### src/rtl/sprite_pkg.sv
// rtl/sprite_pkg.sv - sprite BRAM loader/reader shared types and constants
package sprite_pkg;

  localparam int HDR_BYTES    = 4;
  localparam int PIX_PER_BYTE = 8;
  localparam int ADR_W        = 16;
  localparam int DIM_W        = 10;
  localparam int AREA_W       = 2 * DIM_W;

  typedef enum logic [2:0] {
    ST_IDLE,
    ST_HDR,
    ST_CHECK,
    ST_DATA,
    ST_UNPACK,
    ST_CSUM,
    ST_DONE,
    ST_ERR
  } sprite_state_t;

endpackage

### src/rtl/sprite_byte_unpacker.sv
// rtl/sprite_byte_unpacker.sv - serialises one pixel byte MSB-first, one bit per step
module sprite_byte_unpacker
  import sprite_pkg::*;
(
  input  logic       clk_65mhz,
  input  logic       reset_n,
  input  logic       load,
  input  logic [7:0] load_byte,
  input  logic       step,
  input  logic       flush,
  output logic       bit_out,
  output logic       bit_valid,
  output logic       bit_last
);

  localparam int CNT_W = $clog2(PIX_PER_BYTE);

  logic [7:0]       shift;
  logic [CNT_W-1:0] bit_cnt;

  assign bit_out  = shift[7];
  assign bit_last = bit_valid && (bit_cnt == CNT_W'(PIX_PER_BYTE - 1));

  always_ff @(posedge clk_65mhz) begin
    if (!reset_n) begin
      shift     <= 8'd0;
      bit_cnt   <= '0;
      bit_valid <= 1'b0;
    end else if (flush) begin
      bit_valid <= 1'b0;
    end else if (load) begin
      shift     <= load_byte;
      bit_cnt   <= '0;
      bit_valid <= 1'b1;
    end else if (step && bit_valid) begin
      shift   <= {shift[6:0], 1'b0};
      bit_cnt <= bit_cnt + 1'b1;
      if (bit_last) bit_valid <= 1'b0;
    end
  end

endmodule

### src/rtl/sprite_bram_writer.sv
// rtl/sprite_bram_writer.sv - byte stream to 1-bit sprite BRAM writer
// SPRITE_CHECKSUM_EN adds a trailing XOR checksum byte after the pixel data.
module sprite_bram_writer
  import sprite_pkg::*;
#(
  parameter int DEPTH   = 65536,
  parameter int MAX_DIM = 1023
) (
  input  logic             clk_65mhz,
  input  logic             reset_n,
  input  logic             start,
  input  logic [ADR_W-1:0] base_adr,
  input  logic [7:0]       s_data,
  input  logic             s_valid,
  output logic             s_ready,
  output logic             bram_we,
  output logic [ADR_W-1:0] bram_adr,
  output logic             bram_din,
  output logic             busy,
  output logic             done,
  output logic             error,
  output logic [DIM_W-1:0] sprite_width,
  output logic [DIM_W-1:0] sprite_height
);

  localparam int SPAN_W = AREA_W + 1;

`ifdef SPRITE_CHECKSUM_EN
  localparam sprite_state_t PIX_END_STATE = ST_CSUM;
`else
  localparam sprite_state_t PIX_END_STATE = ST_DONE;
`endif

  sprite_state_t     state;
  logic [ADR_W-1:0]  base_q;
  logic [15:0]       width_q;
  logic [15:0]       height_q;
  logic [1:0]        hdr_cnt;
  logic [AREA_W-1:0] area_q;
  logic [AREA_W-1:0] pix_cnt;
  logic [AREA_W-1:0] pix_nxt;
  logic [AREA_W-1:0] area_calc;
  logic [SPAN_W-1:0] span;
  logic              dims_bad;
  logic              span_bad;
  logic              unp_bit;
  logic              unp_valid;
  logic              unp_last;
`ifdef SPRITE_CHECKSUM_EN
  logic [7:0]        csum_q;
`endif

  assign sprite_width  = width_q[DIM_W-1:0];
  assign sprite_height = height_q[DIM_W-1:0];
  assign s_ready = (state == ST_HDR) || (state == ST_DATA) || (state == ST_CSUM);

  // Product only meaningful when both dimensions pass the range check.
  assign area_calc = AREA_W'(width_q[DIM_W-1:0]) * AREA_W'(height_q[DIM_W-1:0]);
  assign span      = SPAN_W'(base_q) + SPAN_W'(area_calc);
  assign span_bad  = span > SPAN_W'(DEPTH);
  assign dims_bad  = (width_q == 16'd0) || (height_q == 16'd0) ||
                     (width_q > 16'(MAX_DIM)) || (height_q > 16'(MAX_DIM));
  assign pix_nxt   = pix_cnt + 1'b1;

  sprite_byte_unpacker u_unpacker (
    .clk_65mhz (clk_65mhz),
    .reset_n   (reset_n),
    .load      ((state == ST_DATA) && s_valid),
    .load_byte (s_data),
    .step      (state == ST_UNPACK),
    .flush     (state == ST_IDLE),
    .bit_out   (unp_bit),
    .bit_valid (unp_valid),
    .bit_last  (unp_last)
  );

  always_ff @(posedge clk_65mhz) begin
    if (!reset_n) begin
      state    <= ST_IDLE;
      base_q   <= '0;
      width_q  <= 16'd0;
      height_q <= 16'd0;
      hdr_cnt  <= 2'd0;
      area_q   <= '0;
      pix_cnt  <= '0;
      bram_we  <= 1'b0;
      bram_adr <= '0;
      bram_din <= 1'b0;
      busy     <= 1'b0;
      done     <= 1'b0;
      error    <= 1'b0;
`ifdef SPRITE_CHECKSUM_EN
      csum_q   <= 8'd0;
`endif
    end else begin
      bram_we <= 1'b0;
      done    <= 1'b0;
      case (state)
        ST_IDLE: begin
          if (start) begin
            base_q   <= base_adr;
            width_q  <= 16'd0;
            height_q <= 16'd0;
            hdr_cnt  <= 2'd0;
            pix_cnt  <= '0;
            error    <= 1'b0;
            busy     <= 1'b1;
`ifdef SPRITE_CHECKSUM_EN
            csum_q   <= 8'd0;
`endif
            state    <= ST_HDR;
          end
        end
        ST_HDR: begin
          if (s_valid) begin
            case (hdr_cnt)
              2'd0:    width_q[15:8]  <= s_data;
              2'd1:    width_q[7:0]   <= s_data;
              2'd2:    height_q[15:8] <= s_data;
              default: height_q[7:0]  <= s_data;
            endcase
`ifdef SPRITE_CHECKSUM_EN
            csum_q  <= csum_q ^ s_data;
`endif
            hdr_cnt <= hdr_cnt + 2'd1;
            if (hdr_cnt == 2'(HDR_BYTES - 1)) state <= ST_CHECK;
          end
        end
        ST_CHECK: begin
          area_q <= area_calc;
          state  <= (dims_bad || span_bad) ? ST_ERR : ST_DATA;
        end
        ST_DATA: begin
          if (s_valid) begin
`ifdef SPRITE_CHECKSUM_EN
            csum_q <= csum_q ^ s_data;
`endif
            state  <= ST_UNPACK;
          end
        end
        ST_UNPACK: begin
          if (unp_valid) begin
            bram_we  <= 1'b1;
            bram_adr <= base_q + pix_cnt[ADR_W-1:0];
            bram_din <= unp_bit;
            pix_cnt  <= pix_nxt;
            // Image end wins over byte end: the rest of the final byte is padding.
            if (pix_nxt == area_q) state <= PIX_END_STATE;
            else if (unp_last) state <= ST_DATA;
          end else begin
            state <= ST_DATA;
          end
        end
`ifdef SPRITE_CHECKSUM_EN
        ST_CSUM: begin
          if (s_valid) state <= (s_data == csum_q) ? ST_DONE : ST_ERR;
        end
`endif
        ST_DONE: begin
          done  <= 1'b1;
          busy  <= 1'b0;
          state <= ST_IDLE;
        end
        ST_ERR: begin
          error <= 1'b1;
          busy  <= 1'b0;
          state <= ST_IDLE;
        end
        default: state <= ST_IDLE;
      endcase
    end
  end

endmodule

### config.mk
export PLATFORM = sky130hd
export DESIGN_NAME = sprite_bram_writer
export DESIGN_NICKNAME = d
export VERILOG_FILES = /design/src/rtl/sprite_pkg.sv /design/src/rtl/sprite_byte_unpacker.sv /design/src/rtl/sprite_bram_writer.sv
export SDC_FILE = /design/constraint.sdc
export NUM_CORES = 1
export LEC_CHECK = 0
export ABC_AREA = 1
export CAP_MARGIN = 30
export CORE_ASPECT_RATIO = 0.8
export CORE_UTILIZATION = 44
export CTS_CLUSTER_SIZE = 24
export DETAILED_ROUTE_END_ITERATION = 10
export GPL_TIMING_DRIVEN = 0
export HOLD_SLACK_MARGIN = 0.12
export PLACE_DENSITY_LB_ADDON = 0.1
export SYNTH_ARGS = -nofsm -noshare
export SYNTH_HDL_FRONTEND = slang
export SYNTH_SLANG_ARGS = --single-unit
export TNS_END_PERCENT = 1
### constraint.sdc
create_clock -name clk_65mhz -period 7.6 [get_ports clk_65mhz]
set_clock_uncertainty 0.2 [all_clocks]
set_input_delay 0.76 -clock clk_65mhz [delete_from_list [all_inputs] [get_ports clk_65mhz]]
set_output_delay 0.76 -clock clk_65mhz [all_outputs]
set_load 0.01 [all_outputs]
After elaboration in Yosys (flattened, before gate mapping)
Cells that the tools add are included.

word-level totals
  register bits = 126
  bits in latches = 0
  RAM bits = 0
  memory bits (read-only) = 0
  input bits = 28
  output and inout bits = 42
  logic and storage cells = 124
  memories kept = 0

cells by class
  add/sub/neg operators = 5
  $mul = 1
  divide/modulo/power cells = 0
  order comparisons = 3
  equal/unequal tests = 22
  shifts and indexed selects = 0
  multiplexer cells = 37
  bitwise logic cells = 2
  reductions and logical operators = 36

operators by type and width
  operator                                                         number
  one-hot mux 16 bit (2 select lines)                              2
  2-to-1 mux 16 bit                                                3
  2-to-1 mux 8 bit                                                 6
  2-to-1 mux 20 bit                                                2
  one-hot mux 20 bit (2 select lines)                              1
  greater-than comparator 16 x 10 -> 1 bit, second input constant  2
  zero test 16 bit                                                 2
  2-to-1 mux 3 bit                                                 10
  adder 16 x 20 -> 21 bit                                          1
  greater-than comparator 21 x 17 -> 1 bit, second input constant  1
  adder 20 x 1 -> 20 bit, second input constant                    1
  equality test 20 bit                                             1
  multiplier 10 x 10 -> 20 bit                                     1
  adder 16 bit                                                     1
  AND reduction 4 bit                                              4
  equality test 3 bit, second input constant                       5
  one-hot mux 3 bit (5 select lines)                               1
  AND reduction 2 bit                                              7
  nonzero test 2 bit                                               6
  inequality test 2 bit, second input constant                     5
  inequality test 2 x 1 -> 1 bit, second input constant            4
  2-to-1 mux 1 bit                                                 7
  equality test 3 x 2 -> 1 bit, second input constant              2
  logical OR 1 bit                                                 6
  other kinds (17)                                                 25

Depth between registers and ports, before layout
Gate-level depths: netlist of run 1.

  depth after elaboration = 7
  mapped depth = 37
  gate-level depth less buffers = 36

Cells and area by module
Synthesis of run 1 repeated with hierarchy kept, for this count alone.

unflattened totals
  cells, all modules = 1711
  area, all modules = 11298.3 µm²

modules (own cells, without submodules)
  module                times used  cells each  area an instance (µm²)  sequential area each (µm²)
  sprite_bram_writer    1           1614        10672.7                 2282.2
  sprite_byte_unpacker  1           97          625.6                   240.2

Worst setup path after synthesis of run 1
Ideal clock, no wire load.

  kind = register -> register
  start = reg width_q[5]
  end = reg state[2]
  library setup time = 0.120 ns
  arrival = 5.924 ns
  required time = 7.280 ns
  path slack = 1.356 ns
  stages on the path, launching flop included = 35
  buffers on the path = 1
  clock period less this slack = 6.244 ns
  cells stage by stage = dfxtp_1 -> clkbuf_1 -> nand2_1 -> fa_1 -> inv_1 -> fa_1 -> inv_1 -> fa_1 -> inv_1 -> fa_1 -> inv_1 -> fa_1 -> inv_1 -> ha_1 -> nand2_1 -> nor2_1 -> inv_1 -> o21ai_0 -> xor2_1 -> ha_1 -> nand2_1 -> nor2_1 -> nand4_1 -> nand3_1 -> nand2_1 -> nand2_1 -> nand3_1 -> a21oi_1 -> nand3_1 -> nor2_1 -> nand2_1 -> nand2_1 -> nand2_1 -> nand2_1 -> a21oi_1

between the ends
  elaborated cells between the ends (all ways) = 11
  those cells by class = add/sub (1); mul (1); order compare (2); mux (2); reduce/logical (5)

RTL lines
  item                                      RTL line                   source
  start: declaration                        sprite_bram_writer.sv:36   logic [15:0] width_q;
  start signal: assignment                  sprite_bram_writer.sv:118  2'd1: width_q[7:0] <= s_data;
  multiplier 10 x 10 -> 20 bit              sprite_bram_writer.sv:58   assign area_calc = AREA_W'(width_q[DIM_W-1:0]) * AREA_W'(height_q[DIM_W-1:0]);
  net area_calc[11]                         sprite_bram_writer.sv:42   logic [AREA_W-1:0] area_calc;
  adder 16 x 20 -> 21 bit                   sprite_bram_writer.sv:59   assign span = SPAN_W'(base_q) + SPAN_W'(area_calc);
  greater-than comparator 21 x 17 -> 1 bit  sprite_bram_writer.sv:60   assign span_bad = span > SPAN_W'(DEPTH);
  logical OR 1 bit                          sprite_bram_writer.sv:131  state <= (dims_bad || span_bad) ? ST_ERR : ST_DATA;
  2-to-1 mux 3 bit                          sprite_bram_writer.sv:131
  one-hot mux 3 bit (5 select lines)        sprite_bram_writer.sv:98   case (state)
  end signal: assignment                    sprite_bram_writer.sv:131
  end: declaration                          sprite_bram_writer.sv:34   sprite_state_t state;

The timed path passes the listed nets, and every way through them passes these cells.
A chain may end at the register's enable or synchronous reset.

Worst setup path in the final report of run 1
  start = reg width_q[1]
  end = reg state[2]

The elaborated chain is that of the path after synthesis.

==> results.md, run 1 <==
* Worst R2R Start: width_q[1]
* Final Slew Violations at 0
* Maximum clock path buffer count at 2
* Die Span Y at 144.8 um
* #FFs+latches synth at roughly 130
* Final GP Congestion at approximately 0.91
* Synth area leaders: dfxtp_1, nand2_1, fa_1
* XOR/XNOR Fraction of Synth Area at 0.03602
* Buf/Inv on CP at 6
* CTS tree: yes
* Switching Power at ~0.0011 W
* Leak pwr at a little under 7 nW
* Switching Share at 0.4060
* Flop pwr share at 0.324
* Post-synthesis mux area share at 0
* Rel. slew slack at 0.3555
* Register Area at roughly 0.0025 sq mm
* Adder-cell area share of the yosys netlist at 0.2190
* Horiz. Die Dim at between 150 and 200 um
* Worst setup margin at 0.5395 ns
* CP Launch Type: flop
* R2R Setup Slk at 0.54 ns
* Num Clock Sinks at 126
* R2r worst-path depth at 33
* Dpl cells at about 2.1k
* Final setup TNS at 0 ns
* DR iter-0 viols at between 700 and 800
* Core ar. at 0.02469 sq mm
* Status: finished clean
* Routed vias at between 10k and 15k
* Peak supply drop at about 0.18 mV
* Cts hold-fix bufs at 0
* Routed WL at about 32000 um
* First-pass DRT Iterations at 5
* Post-synth top cells: nand2_1, inv_1, nor2_1, dfxtp_1, a21oi_1
* Gr usage total at 0.2512
* Post-DP HPWL at 25390 um
* # Max-Cap Violations at 0
* Mapped Cells at about 1.7k
* Crit path max fanout at 10
* Area delta synth->final at 15.49%
* Max Freq at around 140 MHz
* Number of synthesized flops with an enable pin at 0
* Final min period at 7.060 ns
* Synth unique cells at between 40 and 50
* Die ar. at around 0.026 sq mm
* Clk_lat worst skew at between 0.4 and 0.5 ns
* Number of diodes at 0
* Port Buffer Count at 69
* Area leader, netlist: dfxtp_1
* Post-Syn Nets at around 1.9k
* Async S/R FF share, synth at 0
* Synth top area share at 0.2248
* CP Capture Type: flop
* Tightest Pin Transition at approximately 0.96 ns
* Ys Warns at 0
* Row count at just over 50
* Multi-input logic area at 0.007258 sq mm
* Syn_area_per_cell at 6.678 sq um
* Vias in the first global route at around 9.9k
* Clock Pin Slew Worst Setup and Hold Paths at about 0.060 ns
* First-pass GRT wire length at ~51000 um
* Critical path's slowest cell: fa_1
* Most common cell in the netlist: nand2_1
* Starting density of the core at 0.4543
* Synth Area in Simple Gates at 0.2799
* Worst Hold Launch: error
* Largest net degree at the start of global routing at 17
* FILL cells at 2517
* Critical path arrival at 7.17 ns
* Drt drc at 0
* # IOs at 70
* CP required at about 7.7 ns
* Final Non-Filler Cells at 2100
* Worst Setup Path Type: reg -> reg
* Drt wl/cell at between 15 and 20 um
* Final Setup Violations at 0
* Most frequent CP cell: nand2_1
* Main combinational cell family by area after synthesis: simple AND/OR/NAND/NOR gates
* CP startpoint: width_q[1]
* Hold Crit Class: reg -> reg
* Comb pwr share at 0.362
* Final hold vios at 0
* Post-synthesis compound-gate area fraction at 0.1103
* Overflow after GRT at 0
* Vias per cell at between 5 and 6
* DRT antenna net count at 0
* Tcrit/Tclk final at 0.9290
* Final Net Count at 1955
* Post-layout util at 0.5246
* Initial antenna violation count at 0
* Int Pwr at roughly 0.0016 W
* CTS Buf Count at 17
* Unrepaired setup endpoints after global routing: false
* Worst stage delay on the critical path at between 0.5 and 0.6 ns
* Top_reg_cell synth: dfxtp_1
* Delay-heaviest family, CP: adder cells
* H-tree level count at 4
* Hold Path Depth at 2
* Share of cells above drive strength 1 at 0.07015
* Clk root buf: clkbuf_16
* Crit path depth at 33
* Worst slack at placement at around 0.17 ns
* Sequential share of the synthesized area at 0.2248
* Clock share of power at 0.314
* Power Density at 202.6 mW/mm^2
* Post-Synthesis Cell Area at 0.01122 sq mm
worst paths after layout:
check / to
setup / recovery: state[2]
hold / removal: error
setup reg to reg: state[2]
hold reg to reg: error
what timing repair did:
action,in CTS,in global routing
resized for setup,0,56
setup endpoints to repair,0,1
setup buffers,0,1
logic make-up (layout without fill, tap and decap cells):
family / count (synthesis) / count (layout)
AND/OR/NAND/NOR: 758 / 758
buffers and inverters: 366 / 468
AO/OA/AOI/OAI: 229 / 229
adder cells (fa/ha/maj): 158 / 158
flip-flops: 126 / 126
XOR/XNOR: 43 / 43
power by group through the flow:
stage / logic, W / clock network, W / registers (W)
after floorplan: 0.000644 / 0 / 0.000816
after global placement: 0.000916 / 0 / 0.000859
after detailed placement: 0.000927 / 0 / 0.000860
after CTS: 0.000933 / 0.000833 / 0.000847
after global routing: 0.00106 / 0.000861 / 0.000858
final: 0.000949 / 0.000824 / 0.000851
per-layer routing:
layer  part of all wire  GRT usage  wire length [um]
met5                  0          0                 0
met3              0.064    0.03779              2005
met1               0.52     0.3756             16300
met2               0.41     0.3727             12850
met4              0.013    0.06658               399
stage by stage:
stage / hold WS (ns) / cell area (sq um) / power (W)
after floorplan: 0.2357 / 11220 / 0.001460
after global placement: 0.2444 / 12310 / 0.001775
after detailed placement: 0.2540 / 12310 / 0.001787
after CTS: 0.2635 / 12890 / 0.002612
after global routing: 0.2904 / 12960 / 0.002783
final: 0.2644 / 12960 / 0.002624
cell type report:
type	count	area share
plain buffers	71	0.03003
clock buffers	17	0.03283
well taps	318	0.03071
repair buffers	70	0.05389
inverters	295	0.08547
multi-input cells	1188	0.5602
flip-flops and latches	126	0.1947
clock inverters	15	0.01217
registers in the layout, summed over array words and instances, names as in the netlist:
| register | cells |
|---|---|
| busy | 1 |
| done | 1 |
| u_unpacker.shift | 8 |
| bram_we | 1 |
| width_q | 16 |
| u_unpacker.bit_cnt | 3 |
| base_q | 16 |
| bram_adr | 16 |
| pix_cnt | 20 |
| u_unpacker.bit_valid | 1 |
| area_q | 20 |
| hdr_cnt | 2 |
| height_q | 16 |
| error | 1 |
| bram_din | 1 |
| state | 3 |
layout by cell type (no fill, tap or decap), types with 6 or more instances in the layout:
master and count:
a21oi_1 112, a31oi_1 13, buf_4 22, clkbuf_1 28, clkbuf_16 17, clkbuf_2 9
clkbuf_4 7, clkdlybuf4s50_1 69, dfxtp_1 126, fa_1 64, ha_1 94, inv_1 281
inv_2 13, nand2_1 486, nand2_2 10, nand3_1 74, nand4_1 12, nor2_1 130
nor2_2 7, nor3_1 10, nor4_1 6, o21ai_0 68, o21ai_1 10, o21bai_1 11
xnor2_1 16, xor2_1 24
worst reg2reg max path, delay by kind of cell (launching register included):
family | cells | cell delay, ns
AO/OA/AOI/OAI | 5 | 0.76
flip-flops | 1 | 0.41
adder cells (fa/ha/maj) | 7 | 3.36
AND/OR/NAND/NOR | 14 | 1.38
XOR/XNOR | 1 | 0.26
buffers and inverters | 6 | 0.60
Power figures use the tool's default switching activity.
==> run 2, diff against run 1 <==
--- a/config.mk
+++ b/config.mk
@@ -11,9 +11,9 @@
 export CORE_UTILIZATION = 44
 export CTS_CLUSTER_SIZE = 24
 export DETAILED_ROUTE_END_ITERATION = 10
-export GPL_TIMING_DRIVEN = 0
 export HOLD_SLACK_MARGIN = 0.12
 export PLACE_DENSITY_LB_ADDON = 0.1
+export REMOVE_ABC_BUFFERS = 1
 export SYNTH_ARGS = -nofsm -noshare
 export SYNTH_HDL_FRONTEND = slang
 export SYNTH_SLANG_ARGS = --single-unit
==> constraint.sdc (replaced) <==
create_clock -name clk_65mhz -period 6.7 [get_ports clk_65mhz]
set_clock_uncertainty 0.2 [all_clocks]
set_input_delay 0.67 -clock clk_65mhz [delete_from_list [all_inputs] [get_ports clk_65mhz]]
set_output_delay 0.67 -clock clk_65mhz [all_outputs]
set_load 0.01 [all_outputs]
==> run 2 against run 1 <==
Against the previous run:
- core utilization up 0.24 points
- power rose by 12%
- clock-buffer cell count is 2 higher
- sequential power increased by 13%
- clock power up 12%
- cell count down 1.7%
- register-to-register slack lost 0.15 ns
- highest routed layer unchanged
- sequential cell count stayed put
==> results.md, run 2 (synthesized netlist as in run 1, its figures left out) <==
* Status: finished clean
* Rel. slew slack at 0.3670 (+0.01143)
* Vias per cell at 5.043 (-0.74%)
* Worst R2R Start: width_q[3]
* Horiz. Die Dim at 180.5 um (unchanged)
* CP Capture Type: flop
* Die Span Y at 144.8 um (unchanged)
* R2R Setup Slk at 0.39 ns (-0.15 ns)
* Area delta synth->final at 16.03%
* Final Net Count at 1919 (-1.8%)
* Most common cell after layout, fill and taps aside: nand2_1
* Initial antenna violation count at 0 (unchanged)
* Gr usage total at 0.2418 (-0.009373)
* Clock Pin Slew Worst Setup and Hold Paths at 0.07 ns (about the same)
* Most frequent CP cell: nand2_1
* Share of cells above drive strength 1 at 0.09164 (+0.02149)
* Number of diodes at 0 (unchanged)
* Post-DP HPWL at 24010 um (-5.4%)
* First-pass GRT wire length at 49440 um (-3.7%)
* Leak pwr at 6.827 nW (-0.63%)
* Largest registers: area_q (20), pix_cnt (20)
* Most frequent cells in the layout: nand2_1, inv_1, nor2_1
* Worst Hold Launch: width_q[11]
* Tcrit/Tclk final at 0.9425 (+0.01352)
* Clk_lat worst skew at 0.44 ns (about the same)
* DR iter-0 viols at 711 (-6.9%)
* RR Endpoint: state[2]
* Final min period at 6.315 ns (-0.7455 ns)
* Vias in the first global route at 9385 (-5.4%)
* Final hold vios at 0 (unchanged)
* Starting density of the core at 0.4543 (unchanged)
* Drt wl/cell at 15.00 um (-0.16%)
* Routed WL at 30960 um (-1.9%)
* Final GP Congestion at 0.9330 (+2.3%)
* Row count at 51 (unchanged)
* Port Buffer Count at 69 (unchanged)
* Overflow after GRT at 0 (unchanged)
* Final Slew Violations at 0 (unchanged)
* Peak supply drop at 0.1748 mV (-1.2%)
* Cts hold-fix bufs at 0 (unchanged)
* CP required at 6.78 ns (-0.93 ns)
* Tightest Pin Transition at 0.9486 ns (-0.01461 ns)
* Crit path max fanout at 10 (unchanged)
* Critical path arrival at 6.40 ns (-0.77 ns)
* Power Density at 226.4 mW/mm^2 (+12%)
* Maximum clock path buffer count at 2 (unchanged)
* Die ar. at 0.02614 sq mm (unchanged)
* Worst Hold Path EP: width_q[11]
* Max Freq at 158.4 MHz (+12%)
* CTS tree: yes
* Worst stage delay on the critical path at 0.54 ns (-0.05 ns)
* Worst slack at placement at 0.01118 ns (-0.1616 ns)
* Post-layout util at 0.5271 (+0.002432)
* # IOs at 70 (unchanged)
* Critical path's slowest cell: fa_1
* Clk root buf: clkbuf_16
* Hold Path Depth at 2 (unchanged)
* Drt drc at 0 (unchanged)
* Worst Setup Path Type: reg -> reg
* Hold Crit Class: reg -> reg
* Final Setup Violations at 0 (unchanged)
* CP Launch Type: flop
* Worst setup margin at 0.3850 ns (-0.1545 ns)
* Core ar. at 0.02469 sq mm (unchanged)
* R2r worst-path depth at 35 (+6.1%)
* Routed vias at 10.41k (-2.4%)
* # Max-Cap Violations at 0 (unchanged)
* First-pass DRT Iterations at 6 (+1)
* H-tree level count at 4 (unchanged)
* Largest net degree at the start of global routing at 54 (+37)
* DRT antenna net count at 0 (unchanged)
* CTS Buf Count at 17 (unchanged)
* Num Clock Sinks at 126 (unchanged)
## run 2: per-layer routing
layer / track usage / up-vias / routed length (um)
met3: 0.04429 / 30 / 2072
met5: 0 / - / 0
li1: - / 5316 / -
met4: 0.05263 / 0 / 305
met1: 0.3793 / 4774 / 16560
met2: 0.3348 / 288 / 12030
## run 2: layout make-up
class	count	area [sq um]
clock buffer	19	452.9
clock inverter	13	127.6
fill	2435	11680
inverter	295	1107
multi-input combinational	1188	7423
sequential	126	2544
tap	318	397.9
timing repair buffer	105	963.4
## run 2: worst max-delay path, delay by kind of cell (launching register included)
family / cells / cell delay [ns]
AND/OR/NAND/NOR: 17 / 1.30
adder cells (fa/ha/maj): 7 / 3.24
flip-flops: 1 / 0.39
XOR/XNOR: 1 / 0.26
buffers and inverters: 6 / 0.31
AO/OA/AOI/OAI: 4 / 0.44
## run 2: timing repair
item	in CTS	in global routing
setup buffers	0	6
resized for setup	0	52
endpoints found under the setup margin	0	1
## run 2: power by group
part           switching (W)  internal [W]  total [W]
clock               0.000389      0.000537   0.000926
combinational       0.000687      0.000370    0.00106
sequential          0.000109      0.000854   0.000963
## run 2: through the flow
step / hold slack (ns) / area [sq um] / total power, W / setup TNS [ns] / std cells
6_report: 0.2574 / 13020 / 0.002947 / 0 / 2064
5_1_grt: 0.2800 / 13020 / 0.003136 / -0.07333 / 2064
4_1_cts: 0.2585 / 12770 / 0.002926 / 0 / 2058
3_5_place_dp: 0.2489 / 12190 / 0.001999 / 0 / 2026
3_3_place_gp: 0.2453 / 12190 / 0.001996 / 0 / 2026
2_1_floorplan: 0.2353 / 10870 / 0.001604 / 0 / 1609
## run 2: how the worst max path moves through the flow
stage	start	depth (start not counted)	end
finish	width_q[3]	35	state[2]
global route	height_q[4]	35	state[2]
CTS	width_q[2]	31	state[2]
detailed placement	width_q[2]	31	state[2]
global placement	width_q[2]	30	state[2]
floorplan	width_q[5]	33	state[2]
